<file path="src/rtl/dispatch_pkg.sv">
// Shared definitions for the demux dispatcher: FSM state encoding, mode
// constants and the select-width helper.
package dispatch_pkg;

   typedef enum logic {
      ST_IDLE = 1'b0,
      ST_SEND = 1'b1
   } state_e;

   localparam logic MODE_DIRECTED = 1'b0;
   localparam logic MODE_RR       = 1'b1;

   // Select width for a given consumer count; never narrower than one bit.
   function automatic int unsigned sel_width(input int unsigned num_out);
      if (num_out <= 2) begin
         return 1;
      end
      return $clog2(num_out);
   endfunction

endpackage

</file>
<file path="src/rtl/dispatch_rr_pointer.sv">
// Round-robin destination pointer: wrapping counter over 0..NUM_OUT-1 that
// moves by one whenever advance is high. Synchronous active-high reset.
module dispatch_rr_pointer
   import dispatch_pkg::*;
#(
   parameter int unsigned NUM_OUT   = 2,
   parameter int unsigned SEL_WIDTH = 1
) (
   input  logic                 clock,
   input  logic                 reset,
   input  logic                 advance,
   output logic [SEL_WIDTH-1:0] ptr
);

   logic [SEL_WIDTH-1:0] ptr_q, ptr_d;

   // Next pointer: wrap explicitly at the last consumer.
   always_comb begin
      ptr_d = ptr_q;
      if (advance) begin
         if (ptr_q == SEL_WIDTH'(NUM_OUT - 1)) begin
            ptr_d = '0;
         end else begin
            ptr_d = ptr_q + SEL_WIDTH'(1);
         end
      end
   end

   // Pointer register.
   always_ff @(posedge clock) begin
      if (reset) begin
         ptr_q <= '0;
      end else begin
         ptr_q <= ptr_d;
      end
   end

   assign ptr = ptr_q;

endmodule

</file>
<file path="src/rtl/demux_dispatcher.sv">
// Demux dispatcher: accepts one producer stream (valid/ready), holds each word
// in a one-entry register and presents it to one of NUM_OUT consumers via the
// demux select and one-hot valids. Destination is either producer-directed or
// taken from an internal round-robin pointer, sampled at accept.
// Optional feature: DISPATCH_STALL_TIMEOUT_EN adds a stall counter that drops
// a held word after TIMEOUT_CYCLES stalled SEND cycles and pulses 'dropped'.
module demux_dispatcher
   import dispatch_pkg::*;
#(
   parameter int unsigned DATA_WIDTH     = 8,
   parameter int unsigned NUM_OUT        = 2,
   // Derived from NUM_OUT; do not override.
   parameter int unsigned SEL_WIDTH      = sel_width(NUM_OUT),
   parameter int unsigned TIMEOUT_CYCLES = 15
) (
   input  logic                  clock,
   input  logic                  reset,
   input  logic                  enable,
   input  logic [DATA_WIDTH-1:0] in_data,
   input  logic [SEL_WIDTH-1:0]  in_dest,
   input  logic                  in_valid,
   output logic                  in_ready,
   input  logic                  mode,
   output logic [DATA_WIDTH-1:0] out_data,
   output logic [NUM_OUT-1:0]    out_valid,
   input  logic [NUM_OUT-1:0]    out_ready,
   output logic [SEL_WIDTH-1:0]  sel,
   output logic                  busy
`ifdef DISPATCH_STALL_TIMEOUT_EN
   ,
   output logic                  dropped
`endif
);

   state_e                state_q, state_d;
   logic [DATA_WIDTH-1:0] data_q, data_d;
   logic [SEL_WIDTH-1:0]  sel_q, sel_d;
   logic [SEL_WIDTH-1:0]  rr_ptr;

   logic accept;
   logic transfer;
   logic drop;

   // Only the selected consumer's ready matters; others are ignored.
   assign transfer = (state_q == ST_SEND) & out_ready[sel_q];
   // Combinational from out_ready so a word can leave and enter in one cycle.
   assign in_ready = enable & ((state_q == ST_IDLE) | out_ready[sel_q]) & ~drop;
   assign accept   = in_valid & in_ready;

   dispatch_rr_pointer #(
      .NUM_OUT   (NUM_OUT),
      .SEL_WIDTH (SEL_WIDTH)
   ) u_rr_pointer (
      .clock   (clock),
      .reset   (reset),
      .advance (accept & (mode == MODE_RR)),
      .ptr     (rr_ptr)
   );

`ifdef DISPATCH_STALL_TIMEOUT_EN
   localparam int unsigned CNT_WIDTH = $clog2(TIMEOUT_CYCLES + 1);

   logic [CNT_WIDTH-1:0] stall_q, stall_d;

   // Drop on the cycle that would be the TIMEOUT_CYCLES-th stalled SEND cycle.
   assign drop    = (state_q == ST_SEND) & ~transfer &
                    (stall_q == CNT_WIDTH'(TIMEOUT_CYCLES - 1));
   assign dropped = drop;

   // Count consecutive stalled SEND cycles; any transfer, accept or drop clears.
   always_comb begin
      stall_d = '0;
      if ((state_q == ST_SEND) && !transfer && !drop) begin
         stall_d = stall_q + CNT_WIDTH'(1);
      end
   end

   // Stall counter register.
   always_ff @(posedge clock) begin
      if (reset) begin
         stall_q <= '0;
      end else begin
         stall_q <= stall_d;
      end
   end
`else
   logic unused_timeout;

   assign drop           = 1'b0;
   assign unused_timeout = ^TIMEOUT_CYCLES;
`endif

   // Next state: accept wins (loads a new word even while one leaves),
   // otherwise a transfer or a drop empties the holding register.
   always_comb begin
      state_d = state_q;
      data_d  = data_q;
      sel_d   = sel_q;
      if (accept) begin
         state_d = ST_SEND;
         data_d  = in_data;
         sel_d   = (mode == MODE_RR) ? rr_ptr : in_dest;
      end else if (transfer || drop) begin
         state_d = ST_IDLE;
      end
   end

   // State, held word and select registers.
   always_ff @(posedge clock) begin
      if (reset) begin
         state_q <= ST_IDLE;
         data_q  <= '0;
         sel_q   <= '0;
      end else begin
         state_q <= state_d;
         data_q  <= data_d;
         sel_q   <= sel_d;
      end
   end

   // Present the held word; bus and valids are gated to zero when idle.
   always_comb begin
      out_valid = '0;
      out_data  = '0;
      busy      = 1'b0;
      if (state_q == ST_SEND) begin
         out_valid[sel_q] = 1'b1;
         out_data         = data_q;
         busy             = 1'b1;
      end
   end

   assign sel = sel_q;

endmodule
</file>
<file path="config.mk">
export PLATFORM = sky130hd
export DESIGN_NAME = demux_dispatcher
export DESIGN_NICKNAME = d
export VERILOG_FILES = /design/src/rtl/dispatch_pkg.sv /design/src/rtl/dispatch_rr_pointer.sv /design/src/rtl/demux_dispatcher.sv
export SDC_FILE = /design/constraint.sdc
export NUM_CORES = 1
export LEC_CHECK = 0
export ABC_AREA = 1
export CAP_MARGIN = 20
export CORE_MARGIN = 2
export CORE_UTILIZATION = 39
export DETAILED_ROUTE_END_ITERATION = 6
export PLACE_DENSITY = 0.74
export SKIP_CTS_REPAIR_TIMING = 1
export SYNTH_ARGS = -nofsm -noshare
export SYNTH_HDL_FRONTEND = slang
export SYNTH_SLANG_ARGS = --single-unit
export TNS_END_PERCENT = 5
</file>
<file path="constraint.sdc">
create_clock -name clock -period 1.5 [get_ports clock]
set_input_delay 0.3 -clock clock [delete_from_list [all_inputs] [get_ports clock]]
set_output_delay 0.3 -clock clock [all_outputs]
set_load 0.02 [all_outputs]
</file>
==> impl_metrics.py <==
metrics = {
    "sta": {
        "hold-worst-slack_ps": 477.7,
        "post-route-period-util_pct": 98.62,
        "finClkSkew_ps": 2.731,
        "slew_headroom_pct": 82.30,
        "hold_violations": 0,
        "maxSlewViolCount": 0,
        "final-setup-viol-count": 0,
        "rsz0062_at_grt": "true",
        "finalCriticalPeriod_ps": 1479,
        "fmax_mhz": 676.0,
        "tightestPinTransition_ps": 264.6,
    },
    "yosys": {
        "synth_cells": 79,
        "syn-cell-area_um2": 629.4,
        "ys_types": 15,
        "ys.flop_type": "dfxtp_1",
        "ys_seq_area_share_pct": 34.99,
        "synth_top_area_share_pct": 34.99,
        "synth_fp_nets": 95,
        "synthTopCellsByCount": "nand2_1 (21), inv_1 (15), dfxtp_1 (11), nand3_2 (11), a21oi_2 (9)",
        "ys_seq_elements": 11,
        "syn-mean-instance-area_um2": 7.967,
        "yosysWarnings": 0,
        "async_reset_ff_share_pct": 0,
        "synth-edff-count": 0,
        "synthTopCellsByArea": "dfxtp_1 (35%), nand3_2 (17%), a21oi_2 (13%)",
        "synth.most_common_cell": "nand2_1",
        "synth_largest_area_cell": "dfxtp_1",
    },
    "min_path": {
        "hp-class": "register to register",
    },
    "final_layout": {
        "layout-drive-gt1-share_pct": 31.90,
        "areaGrowthSynthToFinish_pct": 62.23,
        "antenna_cells": 0,
        "postLayoutCellArea_um2": 1021,
        "final_util_pct": 67.77,
        "n_fill_cell": 128,
        "nets": 133,
    },
    "drt": {
        "dr.first_iter.drc_count": 12,
        "ant_nets": 0,
        "dr.pass1.iters": 4,
        "drt-total-wl_mm": 1.601,
        "drcViolationCount": 0,
        "num_vias": 630,
        "wl_per_cell_um": 12.13,
        "vias_per_cell": 4.773,
    },
    "setup_path": {
        "critPathLaunchType": "primary input",
        "critPathCaptureType": "output port",
        "cp_data_required_time_ps": 1200,
        "critPathArrivalTime_ps": 1180,
        "critPathMaxStageDelay_ps": 470,
        "path_max_fanout": 2,
        "crit_chain": "clkdlybuf4s50_1 > nand2_2 > nand3_2 > and2_4 > buf_6",
        "crit_type": "primary input to output port",
        "cp_slowest_cell": "clkdlybuf4s50_1",
    },
    "global_routing": {
        "met2_usage_pct": 29.41,
        "antenna_found_initial": 0,
        "globalRouteOverflowTotal": 0,
        "track_usage_pct": 17.34,
        "grt_pass1_vias": 594,
        "grt_max_degree": 11,
        "met3_usage_pct": 2.857,
        "grt.busiest_layer": "met2",
        "met1_usage_pct": 20.15,
        "grt_pass1_wl_mm": 2.449,
    },
    "clock_tree": {
        "cts_sinks": 11,
        "insertion_delay_ps": 270,
        "cts_tree": "built",
        "clockBufferDepth": 2,
        "htreeDepth": 1,
        "clk_pin_slew_ps": 80,
        "cts-root-buf": "clkbuf_4",
        "cts_made_buffers": 3,
    },
    "floorplanning": {
        "row_count": 14,
        "fp.dieH_um": 44.17,
        "die_w_um": 44.17,
        "core-area_um2": 1506,
        "io_pins": 29,
        "initial_core_util_pct": 41.78,
        "die_area_um2": 1951,
    },
    "run_status": {
        "status": "finished clean",
    },
    "job": {
        "drv_cap": 0,
    },
    "pwr": {
        "power_density_nw_per_um2": 679.4,
        "irDropWorstVdd_uv": 490.2,
        "cellLeakagePower_uw": 0.0006581,
    },
    "placed_design": {
        "port_buffers": 28,
        "placed_area_um2": 962.2,
        "gp_congestion": 0.7270,
        "hpwl_mm": 1.168,
    },
}
[through the flow]
step | setup TNS, ps | power, µW | cells | setup slack [ps]
after floorplan | 0 | 405.2 | 79 | 107.0
after global placement | -987.1 | 483.2 | 128 | -442.4
after detailed placement | -1248 | 486.9 | 128 | -456.8
after CTS | -4244 | 701.8 | 132 | -460.1
after global routing | -14.24 | 724.1 | 132 | -14.24
final | 0 | 693.6 | 132 | 20.71
[layout make-up]
class	instances	area, µm²	share of cell area, %
clock buffer	4	26.28	2.574
inverter	15	56.30	5.515
multi-input combinational	49	317.8	31.13
sequential	11	221.5	21.69
tap	16	20.02	1.961
timing repair buffer	37	379.1	37.13
[power by group]
part	total (µW)	switching (µW)	leakage (µW)	internal, µW
Combinational	165	77.5	0.000553	87.2
Sequential	316	9.77	0.0000903	306
Clock	213	110	0.0000150	103
[cells in the final DEF, fill, tap and decap left out]
cell and instances:
clkbuf_4 3, dfxtp_2 1, nand2_2 1, inv_1 15, dlymetal6s2s_1 12, nand2_1 21, o21ai_0 1, nand3_2 11
and2_4 1, clkbuf_1 1, clkdlybuf4s50_1 15, buf_6 1, a21oi_2 9, o21bai_1 1, nor2_1 2, nand4_1 1
buf_4 9, a21o_2 1, dfxtp_1 10
[sequential cells by signal, summed over array words and instances, names as in the netlist]
signal / count
data_q: 8
u_rr_pointer.ptr: 1
state_q: 1
sel: 1
[path summary, 6_finish.rpt]
| path | startpoint | end | slack, ps | cells after the start |
|---|---|---|---|---|
| worst max register to register | sel$_SDFFE_PP0P_ | data_q[1]$_SDFFE_PP0P_ | 320 | 7 |
| worst min register to register | data_q[3]$_SDFFE_PP0P_ | data_q[3]$_SDFFE_PP0P_ | 480 | 2 |
| worst min-delay path | data_q[3]$_SDFFE_PP0P_ | data_q[3]$_SDFFE_PP0P_ | 480 | 2 |
| worst max-delay path | out_ready[1] | in_ready | 20 | 5 |
[metal layers]
metal	part of all wire (%)	vias up
li1	-	320
met1	40	282
met2	51	24
met3	6.1	4
met4	2.2	0
met5	0	-
[critical path: cells and delay by family]
family / cells / cell delay [ps]
buffers and inverters: 2 / 580
AND/OR/NAND/NOR: 3 / 290
[cell families (layout without fill, tap and decap cells)]
group / after synthesis / in the layout / synth area share, %
simple gates: 37 / 37 / 34.60
buf+inv: 19 / 56 / 14.51
flops: 11 / 11 / 34.99
compound gates: 12 / 12 / 15.91
(Power assumes the default switching activity.)
